`src/rtl/arm7_dump_ctrl.sv`:
```
// End-of-run dump engine for arm7_sys: waits for a software halt or a cycle timeout, then
// scans a memory window and the register file and streams initialised entries as records.
//
// state    | meaning
// ---------+------------------------------------------------------------
// IDLE     | counting cycles, waiting for halt or timeout
// MEM_REQ  | one-cycle memory read request for addr
// MEM_WAIT | read outstanding, address held until ack
// MEM_EMIT | memory record presented, waiting for rec_ready
// MEM_NEXT | end-of-window test, then advance addr
// REG_READ | combinational register read of idx
// REG_EMIT | register record presented, waiting for rec_ready
// REG_NEXT | last-register test, then advance idx
// DONE     | dump complete, sticky until RESET
module arm7_dump_ctrl #(
  parameter int                DATA_W     = 32,
  parameter int                ADDR_W     = 16,
  parameter logic [ADDR_W-1:0] MEM_BASE   = 16'hA000,
  parameter logic [ADDR_W-1:0] MEM_LAST   = 16'hFFFF,
  parameter int                NUM_REGS   = 16,
  parameter int                REG_IDX_W  = 4,
  parameter int                TIME_LIMIT = 20000,
  parameter int                CNT_W      = 32
) (
  input  logic                 clk,
  input  logic                 RESET,
  input  logic                 halt,
  output logic                 mem_rd_en,
  output logic [ADDR_W-1:0]    mem_rd_addr,
  input  logic                 mem_rd_ack,
  input  logic [DATA_W-1:0]    mem_rd_data,
  input  logic                 mem_rd_init,
  output logic [REG_IDX_W-1:0] rf_rd_idx,
  input  logic [DATA_W-1:0]    rf_rd_data,
  input  logic                 rf_rd_init,
  output logic                 rec_valid,
  input  logic                 rec_ready,
  output logic                 rec_kind,
  output logic [ADDR_W-1:0]    rec_index,
  output logic [DATA_W-1:0]    rec_data,
  output logic                 busy,
  output logic                 done,
  output logic                 timed_out,
  output logic [CNT_W-1:0]     cycle_count
);

  typedef enum logic [3:0] {
    IDLE, MEM_REQ, MEM_WAIT, MEM_EMIT, MEM_NEXT, REG_READ, REG_EMIT, REG_NEXT, DONE
  } state_t;

  localparam logic [REG_IDX_W-1:0] LAST_IDX = REG_IDX_W'(NUM_REGS - 1);
  localparam logic [CNT_W-1:0]     TMO_CNT  = CNT_W'(TIME_LIMIT - 1);
  localparam bit                   TMO_ON   = (TIME_LIMIT != 0);

  state_t              state, state_nxt;
  logic [ADDR_W-1:0]   addr;
  logic [REG_IDX_W-1:0] idx;
  logic                tmo_hit;
  logic                trigger;

  assign tmo_hit = TMO_ON && (cycle_count == TMO_CNT);
  assign trigger = halt || tmo_hit;

  always_ff @(posedge clk) begin
    if (RESET) state <= IDLE;
    else       state <= state_nxt;
  end

  always_comb begin
    state_nxt = state;
    case (state)
      IDLE:     if (trigger) state_nxt = MEM_REQ;
      MEM_REQ:  state_nxt = MEM_WAIT;
      MEM_WAIT: if (mem_rd_ack) state_nxt = mem_rd_init ? MEM_EMIT : MEM_NEXT;
      MEM_EMIT: if (rec_ready) state_nxt = MEM_NEXT;
      MEM_NEXT: state_nxt = (addr == MEM_LAST) ? REG_READ : MEM_REQ;
      REG_READ: state_nxt = rf_rd_init ? REG_EMIT : REG_NEXT;
      REG_EMIT: if (rec_ready) state_nxt = REG_NEXT;
      REG_NEXT: state_nxt = (idx == LAST_IDX) ? DONE : REG_READ;
      DONE:     state_nxt = DONE;
      default:  state_nxt = IDLE;
    endcase
  end

  always_comb begin
    mem_rd_en = 1'b0;
    rec_valid = 1'b0;
    busy      = 1'b1;
    done      = 1'b0;
    case (state)
      IDLE:               busy = 1'b0;
      MEM_REQ:            mem_rd_en = 1'b1;
      MEM_EMIT, REG_EMIT: rec_valid = 1'b1;
      DONE: begin
        busy = 1'b0;
        done = 1'b1;
      end
      default: ;
    endcase
  end

  assign mem_rd_addr = addr;
  assign rf_rd_idx   = idx;

  // The end-of-window compare happens before the increment so a window ending at
  // all-ones never wraps back to address zero.
  always_ff @(posedge clk) begin
    if (RESET) begin
      addr        <= '0;
      idx         <= '0;
      rec_kind    <= 1'b0;
      rec_index   <= '0;
      rec_data    <= '0;
      timed_out   <= 1'b0;
      cycle_count <= '0;
    end else begin
      case (state)
        IDLE: begin
          if (trigger) begin
            addr      <= MEM_BASE;
            idx       <= '0;
            timed_out <= ~halt;
          end else if (cycle_count != {CNT_W{1'b1}}) begin
            cycle_count <= cycle_count + 1'b1;
          end
        end
        MEM_WAIT: begin
          if (mem_rd_ack && mem_rd_init) begin
            rec_kind  <= 1'b0;
            rec_index <= addr;
            rec_data  <= mem_rd_data;
          end
        end
        MEM_NEXT: if (addr != MEM_LAST) addr <= addr + 1'b1;
        REG_READ: begin
          if (rf_rd_init) begin
            rec_kind  <= 1'b1;
            rec_index <= ADDR_W'(idx);
            rec_data  <= rf_rd_data;
          end
        end
        REG_NEXT: if (idx != LAST_IDX) idx <= idx + 1'b1;
        default: ;
      endcase
    end
  end

endmodule
```
`config.mk`:
```
export PLATFORM = sky130hd
export DESIGN_NAME = arm7_dump_ctrl
export DESIGN_NICKNAME = d
export VERILOG_FILES = /design/src/rtl/arm7_dump_ctrl.sv
export SDC_FILE = /design/constraint.sdc
export NUM_CORES = 1
export LEC_CHECK = 0
export ABC_AREA = 1
export ABC_CLOCK_PERIOD_IN_PS = 1500
export CAP_MARGIN = 10
export CORE_AREA = 5 5 122 124
export CTS_CLUSTER_DIAMETER = 200
export CTS_CLUSTER_SIZE = 20
export DETAILED_ROUTE_END_ITERATION = 12
export DIE_AREA = 0 0 127 129
export MAX_ROUTING_LAYER = met4
export PLACE_DENSITY = 0.76
export SKIP_LAST_GASP = 1
export SYNTH_ARGS = -nofsm -noshare
export SYNTH_HDL_FRONTEND = slang
export SYNTH_SLANG_ARGS = --single-unit
export TNS_END_PERCENT = 20
```
`constraint.sdc`:
```
create_clock -name clk -period 1.5 [get_ports clk]
set_input_delay 0.15 -clock clk [delete_from_list [all_inputs] [get_ports clk]]
set_output_delay 0.15 -clock clk [all_outputs]
set_load 0.01 [all_outputs]
```
==> results.md <==
Yosys:
- The synthesized design contains 106 register bits.
- The synthesized area divided by synthesized cell count is 6.49 µm².
- The net count after synthesis is 953.
- During synthesis, Yosys emitted a total of 0 warnings.
- The gate count of the mapped netlist is 879.
- The post-synthesis instance area is 5710 µm².
- The part of the Yosys area used for sequential elements is 37.2%.
- The netlist uses 33 different library cells.

Worst setup path:
- The type of origin of the critical path is a flip-flop.
- The path type of the worst setup path is flip-flop to flip-flop.
- The highest fanout seen on the critical path is 8.
- The slowest cell on the critical path is sky130_fd_sc_hd__dfxtp_4.
- The delay of the slowest cell on the worst path is 350 ps.
- Among the stages of the critical path, the cell type that occurs most often is sky130_fd_sc_hd__nor2_4.
- The dominant delay contributor by cell family on the critical path is simple AND/OR/NAND/NOR gates.
- The signal on the critical path passes through ha_4, nand2_4, nor2_4, nand2_2, nor2_4, nand2_2, nand3_2, nor2_4, clkbuf_16, nand2_1, a21oi_1.
- The critical path data arrival time is 1960 ps.
- STA classifies the critical path endpoint as a flip-flop.
- The combined buffer and inverter count along the critical path is 1.
- STA puts the critical path data required time at 1780 ps.

Timing:
- The final critical-path setup slack is -182 ps.
- The number of pins exceeding their max-slew limit in the final report is 0.
- Setup violations remaining at the end of the flow were counted as 107.
- The hold violation count in the final report came to 0.
- The routed design could run at a clock period as short as 1680 ps.
- Hold is met by 262 ps.
- The maximum frequency from static timing analysis is 595 MHz.
- The aggregate negative setup slack is -9480 ps.
- The period utilization is 112%.
- In this run the tightest slew margin relative to its limit is 77.3%.
- For the pin with the worst max-slew slack, the measured transition is 341 ps.
- The clock skew after layout is 8.95 ps.
- Setup repair after global routing could not meet its margin everywhere.

Clock network:
- The clock latency at the later pin of the worst-skew pair is 360 ps.
- The clock slew at the register clock pins of the worst setup and hold paths is 70 ps.
- The CTS sink count is 106.
- The clock passes through at most 2 buffers.
- The cts-stage hold buffer count is 0.
- The cell sitting at the root of the clock tree is a sky130_fd_sc_hd__clkbuf_16.
- In this run, CTS created clock tree buffers numbering 9.
- TritonCTS built the clock tree.
- The H-tree depth is 3.

Die:
- For this configuration, the core starts out at a cell density of 41.8%.
- The row count is 43.
- The total core area is 13,700 µm².
- From bottom edge to top edge, the die measures 129 µm.
- The die area is 16,400 µm².
- Measured along the x axis, the die boundary spans 127 µm.
- The boundary pin count is 177.

Global route:
- Summed over all layers, the global routing overflow is 0.
- The maximum number of pins on one net before global-route repair is 60.
- The via count of the first global-routing pass is 6,314.
- Global routing consumed, on the met3 layer, 4.77% of the routing resources.
- The total routing usage reported by global routing is 23.2%.
- In this run the most used layer during global routing was met2.
- The met1 global-route usage is 27.8%.
- The first global-routing pass estimated 30.0 mm of wire.
- In the global route stage, met2 resource usage came out at 38.2%.
- The number of antenna violations at the first check in global routing is 0.

Drt:
- Dividing the detail-routed wire length by the instance count gives 14.8 µm.
- The number of iterations in the first detailed-routing pass is 6.
- The number of remaining DRC errors is 0.
- The via total after detailed routing is 6,910.
- The detail route stage leaves a number of antenna-violating nets equal to 0.
- The total wirelength of the detailed-routed design is 20.3 mm.
- After the first detailed-routing iteration, the DRC count stood at 467.
- The routed via count divided by cell count is 5.04.

Pwr:
- The leakage power of the design is 3.97 nW.
- The total power is 10.4 mW.
- IR analysis of the VDD net gives a maximum drop of 0.789 mV.
- The total power per unit cell area is 1070 nW/µm².

Cells and area:
- Cells with a size suffix above 1 make up 26.0% of the layout.
- The top cell types in the final layout, fill and taps aside, are sky130_fd_sc_hd__nand2_1, sky130_fd_sc_hd__clkdlybuf4s50_1, sky130_fd_sc_hd__buf_4, sky130_fd_sc_hd__nor2_1, sky130_fd_sc_hd__dfxtp_1.
- The number of inserted filler cells in the final layout is 1,097.
- The synthesis-to-finish area growth is 69.3%.
- The final instance count without filler cells is 1,371.
- The library cell used most frequently in the layout, excluding fill and tap cells, is sky130_fd_sc_hd__nand2_1.
- The final net count is 1,260.
- 0 antenna diodes ended up in the layout.

Outcome:
- The run finished, with violations left.
- The final reports fail on negative setup slack.

Placed design:
- During placement, the flow inserted port buffers numbering 176.
- Counting tap cells, the placed design contains a total of 1,327 instances.
- Detailed placement ended at an HPWL of 13.7 mm.
- The weighted congestion reported at the end of routability-driven placement is 0.956.
- Before CTS, the worst setup slack after placement is -200 ps.

Worst hold path:
- The worst min-delay path class is primary input to flip-flop.

Run:
- The tool flagged a number of max-cap violations equal to 0.
report_power, final:
part,internal [mW],total (mW),switching (mW)
combinational,2.23,4.70,2.47
sequential,3.14,3.36,0.213
clock,1.21,2.30,1.09
total,6.59,10.4,3.77
final timing paths:
| path | endpoint | cells after the start | slack, ps | start |
|---|---|---|---|---|
| worst max-delay path | cycle_count[7]$_SDFFE_PP0P_ | 11 | -180 | cycle_count[1]$_SDFFE_PP0P_ |
| worst max register to register | cycle_count[7]$_SDFFE_PP0P_ | 11 | -180 | cycle_count[1]$_SDFFE_PP0P_ |
| worst min-delay path | cycle_count[21]$_SDFFE_PP0P_ | 3 | 260 | RESET |
| worst min register to register | rec_index[8]$_SDFFE_PP0P_ | 2 | 460 | rec_index[8]$_SDFFE_PP0P_ |
cells in the mapped netlist (all sizes together):
master	number	share of area (%)
ha	3	0.66
nor2	104	7.7
clkbuf	18	1.2
nand2	337	23
a31o	1	0.15
nor3	13	1.3
a21oi	61	5.8
xor2	24	3.7
xnor2	1	0.15
buf	20	2.5
a31oi	36	3.9
or2	3	0.33
o21ai	44	3.9
nand4	8	0.99
nand3b	2	0.26
inv	63	4.1
nand3	35	3.3
dfxtp	106	37
stage by stage:
stage	util, %	area (µm²)
final	70.7	9670
after global routing	70.7	9670
after CTS	66.9	9140
after detailed placement	63.0	8610
after global placement	63.0	8610
after floorplan	-	5770
cell type report:
class                           instances  area, µm²  share of cell area, %
Sequential cell                       106       2170                   22.4
Multi-Input combinational cell        673       3550                   36.7
Tap cell                              180        225                   2.33
Clock buffer                           11        253                   2.61
Timing Repair Buffer                  333       3200                   33.1
Inverter                               63        236                   2.45
Clock inverter                          5       28.8                  0.298
metal layers:
layer  wire [µm]  share of wire [%]
met5           0                  0
met4         691                3.4
met3        1150                5.6
met2        9990                 49
met1        8490                 42
kinds of logic (layout without fill, tap and decap cells):
family | Yosys count | after routing | share of synthesized area (%)
DFF | 106 | 106 | 37.2
xor gates and xnor gates | 25 | 25 | 3.84
AOI/OAI and AO/OA | 142 | 142 | 13.8
and+or+nand+nor | 502 | 503 | 36.7
adders and majority gates | 3 | 3 | 0.658
buffers and inverters | 101 | 412 | 7.85
sequential cells by signal, summed over array words and instances (netlist names):
| register | cells |
|---|---|
| mem_rd_addr | 16 |
| rec_kind | 1 |
| state | 4 |
| rec_data | 32 |
| rf_rd_idx | 4 |
| cycle_count | 32 |
| rec_index | 16 |
| timed_out | 1 |
tightest hold or removal path: stages:
cell and delay [ps]:
sky130_fd_sc_hd__buf_2 120, sky130_fd_sc_hd__buf_12 180, sky130_fd_sc_hd__a21oi_2 120
repair_timing:
item                                    in CTS  in global routing
setup buffers                                8                 11
hold endpoints to repair                     0                  0
endpoints found under the setup margin     157                159
pin swaps                                    6                 19
resized for setup                           55                 86
gates cloned                                 2                  7
Note: power is estimated with default switching activity, not from simulation.
